$ cat config.mk
export PLATFORM = sky130hd
export DESIGN_NAME = matmul_ctrl
export DESIGN_NICKNAME = d
export VERILOG_FILES = /design/src/rtl/matmul_pkg.sv /design/src/rtl/matmul_idx_cnt.sv /design/src/rtl/matmul_ctrl.sv
export SDC_FILE = /design/constraint.sdc
export NUM_CORES = 1
export LEC_CHECK = 0
export BUFFER_PORTS_ARGS = -buffer_cell sky130_fd_sc_hd__buf_2
export CAP_MARGIN = 5
export CORE_AREA = 2 2 226 228
export CTS_BUF_LIST = sky130_fd_sc_hd__clkbuf_4
export DETAILED_ROUTE_END_ITERATION = 7
export DIE_AREA = 0 0 228 230
export SLEW_MARGIN = 20
export SYNTH_ARGS = -nofsm -noshare
export SYNTH_HDL_FRONTEND = slang
export SYNTH_SLANG_ARGS = --single-unit
$ cat constraint.sdc
create_clock -name clk -period 4.4 [get_ports clk]
set_input_delay 0 -clock clk [delete_from_list [all_inputs] [get_ports clk]]
set_output_delay 0 -clock clk [all_outputs]
set_load 0.02 [all_outputs]
$ cat src/rtl/matmul_pkg.sv
// Shared state/stage encodings and packing helpers for the matmul sequencer.
// Used by matmul_ctrl and matmul_idx_cnt.
package matmul_pkg;

  typedef enum logic [2:0] {
    ST_IDLE,
    ST_MUL_REQ,
    ST_MUL_WAIT,
    ST_ADD_REQ,
    ST_ADD_WAIT,
    ST_STORE,
    ST_DONE
  } state_e;

  // Stage codes common to matmul and matmul_ctrl
  typedef enum logic [1:0] {
    S_INIT = 2'd0,
    S_MUL  = 2'd1,
    S_ADD  = 2'd2
  } stage_e;

  function automatic stage_e stage_of(state_e st);
    case (st)
      ST_MUL_REQ, ST_MUL_WAIT: return S_MUL;
      ST_ADD_REQ, ST_ADD_WAIT: return S_ADD;
      default:                 return S_INIT;
    endcase
  endfunction

  // LSB of element (r,c) in a row-major rows x cols matrix, element (0,0) in the MSBs
  function automatic int unsigned elem_lsb(int unsigned s, int unsigned rows,
                                           int unsigned cols, int unsigned r,
                                           int unsigned c);
    return s * (rows * cols - (r * cols + c) - 1);
  endfunction

  function automatic int unsigned idx_w(int unsigned h, int unsigned w, int unsigned c);
    int unsigned m;
    m = 2;
    if (h > m) m = h;
    if (w > m) m = w;
    if (c > m) m = c;
    return unsigned'($clog2(m));
  endfunction

endpackage

$ cat src/rtl/matmul_idx_cnt.sv
// Nested i/j/k index walker for the matmul sequencer: k steps within a dot
// product, step_ij clears k and advances j, wrapping into i.
module matmul_idx_cnt
  import matmul_pkg::*;
#(
  parameter int unsigned H  = 2,
  parameter int unsigned W  = 2,
  parameter int unsigned C  = 2,
  parameter int unsigned IW = idx_w(H, W, C)
) (
  input  logic          clk,
  input  logic          rst_n,
  input  logic          clear_i,
  input  logic          step_k_i,
  input  logic          step_ij_i,
  output logic [IW-1:0] i_o,
  output logic [IW-1:0] j_o,
  output logic [IW-1:0] k_o,
  output logic          last_k_o,
  output logic          last_ij_o
);

  logic [IW-1:0] i_q, i_d, j_q, j_d, k_q, k_d;

  always_ff @(posedge clk or negedge rst_n) begin
    if (!rst_n) begin
      i_q <= '0;
      j_q <= '0;
      k_q <= '0;
    end else begin
      i_q <= i_d;
      j_q <= j_d;
      k_q <= k_d;
    end
  end

  always_comb begin
    i_d = i_q;
    j_d = j_q;
    k_d = k_q;
    if (clear_i) begin
      i_d = '0;
      j_d = '0;
      k_d = '0;
    end else if (step_ij_i) begin
      k_d = '0;
      if (j_q == IW'(W - 1)) begin
        j_d = '0;
        i_d = (i_q == IW'(H - 1)) ? '0 : i_q + IW'(1);
      end else begin
        j_d = j_q + IW'(1);
      end
    end else if (step_k_i) begin
      k_d = k_q + IW'(1);
    end
  end

  assign i_o       = i_q;
  assign j_o       = j_q;
  assign k_o       = k_q;
  assign last_k_o  = (k_q == IW'(C - 1));
  assign last_ij_o = (i_q == IW'(H - 1)) && (j_q == IW'(W - 1));

endmodule

$ cat src/rtl/matmul_ctrl.sv
// Sequences an H x W float matrix product through one shared multiplier and adder.
// Optional sticky exception flags: define MATMUL_CTRL_STATUS_EN.
module matmul_ctrl
  import matmul_pkg::*;
#(
  parameter int unsigned S = 32,
  parameter int unsigned H = 2,
  parameter int unsigned W = 2,
  parameter int unsigned C = 2
) (
  input  logic             clk,
  input  logic             rst_n,
  input  logic             start,
  input  logic [S*H*C-1:0] a,
  input  logic [S*C*W-1:0] b,
  output logic [S*H*W-1:0] o,
  output logic             busy,
  output logic             done,
  output logic             mul_start,
  output logic             add_start,
  output logic [S-1:0]     mul_op1,
  output logic [S-1:0]     mul_op2,
  output logic [S-1:0]     add_op1,
  output logic [S-1:0]     add_op2,
  input  logic [S-1:0]     mul_out,
  input  logic [S-1:0]     add_out,
  input  logic             mul_done,
  input  logic             add_done
`ifdef MATMUL_CTRL_STATUS_EN
  ,
  input  logic [3:0]       mul_exc,
  input  logic [3:0]       add_exc,
  output logic [3:0]       status
`endif
);

  localparam int unsigned IW = idx_w(H, W, C);

  state_e             state_q, state_d;
  stage_e             stage;
  logic [S*H*C-1:0]   a_q, a_d;
  logic [S*C*W-1:0]   b_q, b_d;
  logic [S*H*W-1:0]   o_q, o_d;
  logic [S-1:0]       acc_q, acc_d, prod_q, prod_d;
  logic               cnt_clear, step_k, step_ij, last_k, last_ij;
  logic [IW-1:0]      i_idx, j_idx, k_idx;

  matmul_idx_cnt #(.H(H), .W(W), .C(C), .IW(IW)) u_idx (
    .clk      (clk),
    .rst_n    (rst_n),
    .clear_i  (cnt_clear),
    .step_k_i (step_k),
    .step_ij_i(step_ij),
    .i_o      (i_idx),
    .j_o      (j_idx),
    .k_o      (k_idx),
    .last_k_o (last_k),
    .last_ij_o(last_ij)
  );

  always_ff @(posedge clk or negedge rst_n) begin
    if (!rst_n) begin
      state_q <= ST_IDLE;
      a_q     <= '0;
      b_q     <= '0;
      o_q     <= '0;
      acc_q   <= '0;
      prod_q  <= '0;
    end else begin
      state_q <= state_d;
      a_q     <= a_d;
      b_q     <= b_d;
      o_q     <= o_d;
      acc_q   <= acc_d;
      prod_q  <= prod_d;
    end
  end

  always_comb begin
    state_d   = state_q;
    a_d       = a_q;
    b_d       = b_q;
    o_d       = o_q;
    acc_d     = acc_q;
    prod_d    = prod_q;
    cnt_clear = 1'b0;
    step_k    = 1'b0;
    step_ij   = 1'b0;
    mul_start = 1'b0;
    add_start = 1'b0;
    done      = 1'b0;
    unique case (state_q)
      ST_IDLE: begin
        if (start) begin
          a_d       = a;
          b_d       = b;
          acc_d     = '0;
          cnt_clear = 1'b1;
          state_d   = ST_MUL_REQ;
        end
      end
      ST_MUL_REQ: begin
        mul_start = 1'b1;
        state_d   = ST_MUL_WAIT;
      end
      ST_MUL_WAIT: begin
        if (mul_done) begin
          prod_d = mul_out;
          // First term seeds the accumulator directly; no add needed
          if (k_idx == '0) begin
            acc_d = mul_out;
            if (last_k) begin
              state_d = ST_STORE;
            end else begin
              step_k  = 1'b1;
              state_d = ST_MUL_REQ;
            end
          end else begin
            state_d = ST_ADD_REQ;
          end
        end
      end
      ST_ADD_REQ: begin
        add_start = 1'b1;
        state_d   = ST_ADD_WAIT;
      end
      ST_ADD_WAIT: begin
        if (add_done) begin
          acc_d = add_out;
          if (last_k) begin
            state_d = ST_STORE;
          end else begin
            step_k  = 1'b1;
            state_d = ST_MUL_REQ;
          end
        end
      end
      ST_STORE: begin
        o_d[elem_lsb(S, H, W, 32'(i_idx), 32'(j_idx)) +: S] = acc_q;
        step_ij = 1'b1;
        state_d = last_ij ? ST_DONE : ST_MUL_REQ;
      end
      ST_DONE: begin
        done    = 1'b1;
        state_d = ST_IDLE;
      end
      default: state_d = ST_IDLE;
    endcase
  end

  // Operands derive from registered state only, so they stay put from REQ through WAIT
  assign stage   = stage_of(state_q);
  assign mul_op1 = (stage == S_MUL) ? a_q[elem_lsb(S, H, C, 32'(i_idx), 32'(k_idx)) +: S] : '0;
  assign mul_op2 = (stage == S_MUL) ? b_q[elem_lsb(S, C, W, 32'(k_idx), 32'(j_idx)) +: S] : '0;
  assign add_op1 = (stage == S_ADD) ? acc_q  : '0;
  assign add_op2 = (stage == S_ADD) ? prod_q : '0;
  assign busy    = (state_q != ST_IDLE);
  assign o       = o_q;

`ifdef MATMUL_CTRL_STATUS_EN
  logic [3:0] status_q, status_d;

  always_comb begin
    status_d = status_q;
    if (state_q == ST_IDLE && start) begin
      status_d = '0;
    end else if (state_q == ST_MUL_WAIT && mul_done) begin
      status_d = status_q | mul_exc;
    end else if (state_q == ST_ADD_WAIT && add_done) begin
      status_d = status_q | add_exc;
    end
  end

  always_ff @(posedge clk or negedge rst_n) begin
    if (!rst_n) status_q <= '0;
    else        status_q <= status_d;
  end

  assign status = status_q;
`endif

endmodule

==> summary by stage, run 1 <==
Status
It got as far as 4_1_cts and failed there. The flow did not finish. The first error in the log reads "[ERROR RSZ-0060] Max buffer count reached".

Logic synthesis
The count of warnings emitted by yosys is 0. Synthesis produced a netlist with a net count of around 1900. The largest total area in the synthesized netlist belongs to dfrtp_1.

Ranked by instance count, the synthesized netlist is headed by 454 x dfrtp_1, 271 x mux2_2, 263 x nand2_1. The synthesized design contains 454 register bits. After synthesis, the mean cell area works out to roughly 13 sq um. The post-synthesis cell count is 1556. The proportion of netlist area held by the largest area contributor is 56.1%. The predominant post-synthesis flop cell is dfrtp_1. The synthesized area is 0.0203 sq mm.

For this run, the register share of the synthesized area comes to between 50% and 60%. The distinct cell type count after synthesis is 36. Sorting the synthesized cells by area gives the leading types as dfrtp_1 56%, mux2_2 15%, mux4_2 7.1%, nand2_1 4.9%, nor2b_1 4.0%. The async set or reset register ratio after synthesis is 100%.

The most frequent cell after synthesis is dfrtp_1. In this run, synthesis inferred 0 flip-flops with an integrated enable.

Clocking
The root buffer cell chosen for the clock tree is clkbuf_4. The buffers inserted during post-CTS setup optimization is 0. The number of buffers on the longest clock path is 3. For this design, the sink count on the clock tree is 454. In this run, post-CTS repair resized a total of 0 instances. Buffers inserted to repair hold after CTS numbered 589. The number of clock buffers added by TritonCTS is 119. The number of H-tree levels is 3.

Place
The routability congestion estimate is 0.863. At the placement stage, the worst setup path has a slack of 1.76 ns. Once detailed placement completed, the half-perimeter wirelength came to 41000 um.

During placement, the flow inserted port buffers numbering 584. After detailed placement, the total cell area comes to 0.0237 sq mm.

Floorplanning
In this run the core area contains 82 standard-cell rows. The die is roughly 230 um wide. The floorplan step set the die height to 230 um. During I/O placement, the number of pins put on the boundary was 585. Once the floorplan was initialized, standard cells occupied about 41% of the core.
==> metrics by stage <==
step | utilization, % | std cells | hold slack (ns)
detailed placement | 47.5 | 2725 | 0.0173
global placement | 47.5 | 2725 | 0.0195
floorplan | - | 1556 | -0.296
==> kinds of logic after synthesis <==
group                    share of synthesized area, %
AO/OA/AOI/OAI                                    5.13
adder cells (fa/ha/maj)                         0.432
buffers and inverters                            3.26
flip-flops                                       56.1
multiplexers                                     25.5
AND/OR/NAND/NOR                                  9.57
==> run 2, diff against run 1 <==
--- a/config.mk
+++ b/config.mk
@@ -7,10 +7,10 @@
 export LEC_CHECK = 0
 export BUFFER_PORTS_ARGS = -buffer_cell sky130_fd_sc_hd__buf_2
 export CAP_MARGIN = 5
-export CORE_AREA = 2 2 226 228
-export CTS_BUF_LIST = sky130_fd_sc_hd__clkbuf_4
+export CORE_MARGIN = 2
+export CORE_UTILIZATION = 40
 export DETAILED_ROUTE_END_ITERATION = 7
-export DIE_AREA = 0 0 228 230
+export PLACE_DENSITY_LB_ADDON = 0.15
 export SLEW_MARGIN = 20
 export SYNTH_ARGS = -nofsm -noshare
 export SYNTH_HDL_FRONTEND = slang
==> run 2 against run 1 <==
Compared with the run above:
- the run now ends clean
- synthesized area is the same
- synthesized cell count unchanged
==> summary by stage, run 2 <==
Drt
The final routed DRC violation total is 0. The initial DRC count is 734. The number of search-and-repair iterations in the first detailed-routing pass is 5. The routed wire length is slightly above 60000 um.

The detail route stage leaves a number of antenna-violating nets equal to 0. In the final routed layout, each cell accounts on average for roughly 20 um. The detailed-route via count is between 15000 and 20000. In the routed layout, each cell is associated on average with a via count of slightly below 5.

Clocking
Clock-pin slew was measured on the worst setup and hold paths at 0.06 ns. After clock tree synthesis, the setup repair step added 0 buffers. The number of H-tree levels is 2. The number of CTS-inserted buffers is 50.

The CTS tree is yes. The insertion delay of the later-clocked pin in the worst-skew pair is 0.57 ns. The CTS root buffer is clkbuf_16.

The number of buffers on the longest clock path is 3. The number of clock sinks is 454.

Cells and area
The top cell types in the final layout, fill and taps aside, are 583 x buf_2, 452 x dfrtp_1, 333 x dlygate4sd3_1. The post-route netlist has between 40% and 50% of its cells at a drive strength greater than 1. From synthesis to final layout, the design area changed by 41.4%. The filler cell count in the final layout is 4271. The non-filler instance count after layout is between 3000 and 4000. The leading cell type in the layout, fill and taps excluded is buf_2. The final layout contains 2771 nets.

Critical path
The launching element type of the critical path is a flip-flop. Data on the critical path is required at its endpoint by 4.40 ns. For this run, the slowest stage of the critical path takes just under 0.9 ns.

The cell with the largest stage delay on the worst path is nor2b_4. The largest fanout on the critical path is 64. The kind of end point of the critical path is an output port. The kind of critical path is reg2out. The arrival time of data at the critical path endpoint is ~3.3 ns.

Traced cell by cell, the critical path runs through nor2b_4 > and2_1 > a21oi_4 > buf_4 > nor2b_1 > buf_2.

Timing
The number of failing hold endpoints at the final stage is 0. The max-slew violation total from the final report is 0. The shortest period the worst path allows is 3.25 ns.

At the pin with the least slew margin, the transition time is between 0.9 and 1 ns. The max-slew headroom at the worst pin is 34.3%. The final clock period utilization by the worst path is approximately 74%.

The clock tree skew after final layout is 0.0128 ns. Setup repair after global routing left no endpoint under its margin. After routing, the total negative slack on setup checks comes to 0 ns. Timing would allow up to 307 MHz. Setup violations remaining at the end of the flow were counted as 0.

GRT
The via count of the first global-routing pass is 16700. The pin count of the biggest net entering global routing is 124. Global routing used 23.3% of the available tracks. The wire length of the first global-routing pass is 95800 um. The number of antenna violations at the first check in global routing is 6. The remaining global-route overflow is 0.

Logic synthesis
The total nets after synthesis is roughly 1900. The proportion of netlist area held by the largest area contributor is 56.1%. In the synthesized netlist the async set-or-reset flop fraction comes to 100%. Among all cell types in the netlist, the one instantiated most often is dfrtp_1. The synthesized area is 0.0203 sq mm. The average instance in the mapped netlist occupies 13.0 sq um. The largest area contributor in the netlist is dfrtp_1. Counting every instance in the synthesized netlist gives 1556.

The Yosys step of the flow raised 0 warnings. In the synthesized netlist, the cells that appear most often are 454 x dfrtp_1, 271 x mux2_2, 263 x nand2_1. The distinct cell type count after synthesis is 36.

In this run, synthesis inferred 0 flip-flops with an integrated enable. In this run, synthesis produced a sequential element count of roughly 450. Sequential cells were found to cover a little under three fifths of the synthesized design area.

The most used flip-flop cell after synthesis is dfrtp_1. By area the synthesized netlist is led by dfrtp_1 56%, mux2_2 15%, mux4_2 7.1%, nand2_1 4.9%, nor2b_1 4.0%.

Floorplanning
Once the floorplan was initialized, standard cells occupied 40.5% of the core. For this design the top-level I/O count stands at between 500 and 600. The die is 229 um wide. The die covers roughly 0.052 sq mm. After floorplanning, the core was divided into between 80 and 90 placement rows. The die span in y is 229 um. After floorplanning, the core was sized to cover 0.0501 sq mm.

Place
After detailed placement, the design holds a cell count of 2725. The number of buffers inserted by port buffering is 584. Detailed placement finished with a half-perimeter wire length of 40900 um. The congestion estimate from routability-driven global placement came to approximately 0.82.

Status
The run finished with clean final reports.

Power and ir drop
Summed over all cells, the static leakage comes to 13.3 nW. The power density normalized to cell area is between 600 and 700 mW/mm^2. The worst supply voltage drop on vdd is between 400 and 500 uV. The total power draw is around 19 mW.

Hold path
The type of the most critical hold path is in2reg.

Flow run
The number of maximum-capacitance violations is 0.
-- run 2: cell families (layout without fill, tap and decap cells) --
kind of cell | count (synthesis) | count (layout) | share of synthesized area, %
flops | 454 | 454 | 56.1
other cells | 0 | 6 | 0
mux | 385 | 385 | 25.5
compound gates | 176 | 176 | 5.13
fa+ha+maj | 7 | 7 | 0.432
buf+inv | 116 | 1034 | 3.26
simple gates | 418 | 418 | 9.57
-- run 2: final timing paths --
| kind | slack, ns | from | depth (start not counted) | end |
|---|---|---|---|---|
| worst max-delay path | 1.15 | state_q[1] | 6 | add_op1[2] |
| worst min-delay path | 0.18 | a[33] | 3 | a_q[33] |
| worst max register to register | 1.71 | state_q[1] | 3 | acc_q[0] |
| worst min register to register | 0.47 | o[101] | 2 | o[101] |
| max in group asynchronous | 2.52 | rst_n | 5 | b_q[85] |
| min in group asynchronous | 0.49 | rst_n | 3 | o[92] |
-- run 2: layer usage --
layer	vias up	global-route usage, %	routed length (um)
li1	7194	-	-
met3	138	5.03	3410
met2	469	40.7	30900
met5	-	0	0
met4	0	9.86	2370
met1	7699	27.9	24700
-- run 2: what timing repair did --
| action | 4_1_cts | 5_1_grt |
|---|---|---|
| hold buffers | 332 | 1 |
| resized for setup | 0 | 0 |
| hold endpoints to repair | 444 | 3 |
-- run 2: layout make-up --
| type | count | area, sq um | share of cell area [%] |
|---|---|---|---|
| Sequential cell | 454 | 11400 | 39.7 |
| Multi-Input combinational cell | 986 | 8310 | 29.0 |
| Timing Repair Buffer | 941 | 6540 | 22.8 |
| Clock buffer | 79 | 1470 | 5.14 |
| Tap cell | 672 | 841 | 2.94 |
| Clock inverter | 8 | 73.8 | 0.258 |
| Inverter | 6 | 22.5 | 0.0786 |
| Antenna cell | 6 | 15.0 | 0.0524 |
-- run 2: through the flow --
stage / utilization, % / instance area [sq um] / setup WS [ns] / hold WS (ns)
final: 57.2 / 28600 / 1.15 / 0.178
after global routing: 57.2 / 28600 / 0.974 / 0.168
after CTS: 57.1 / 28600 / 1.14 / 0.132
after detailed placement: 47.3 / 23700 / 1.72 / 0.191
after global placement: 47.3 / 23700 / 1.79 / 0.177
after floorplan: - / 20300 / 2.37 / -0.296
-- run 2: power breakdown --
group | total [mW] | switching (mW) | internal (mW)
clock network | 4.01 | 1.67 | 2.34
logic | 8.26 | 4.09 | 4.18
registers | 6.81 | 1.02 | 5.79
total | 19.1 | 6.78 | 12.3
-- run 2: worst max-delay path: cells and delay by family (launching register included) --
kind / cells / cell delay (ns)
compound gates: 1 / 0.04
buf+inv: 2 / 0.52
flops: 1 / 0.58
simple gates: 3 / 1.45
Note: power is estimated with default switching activity, not from simulation.
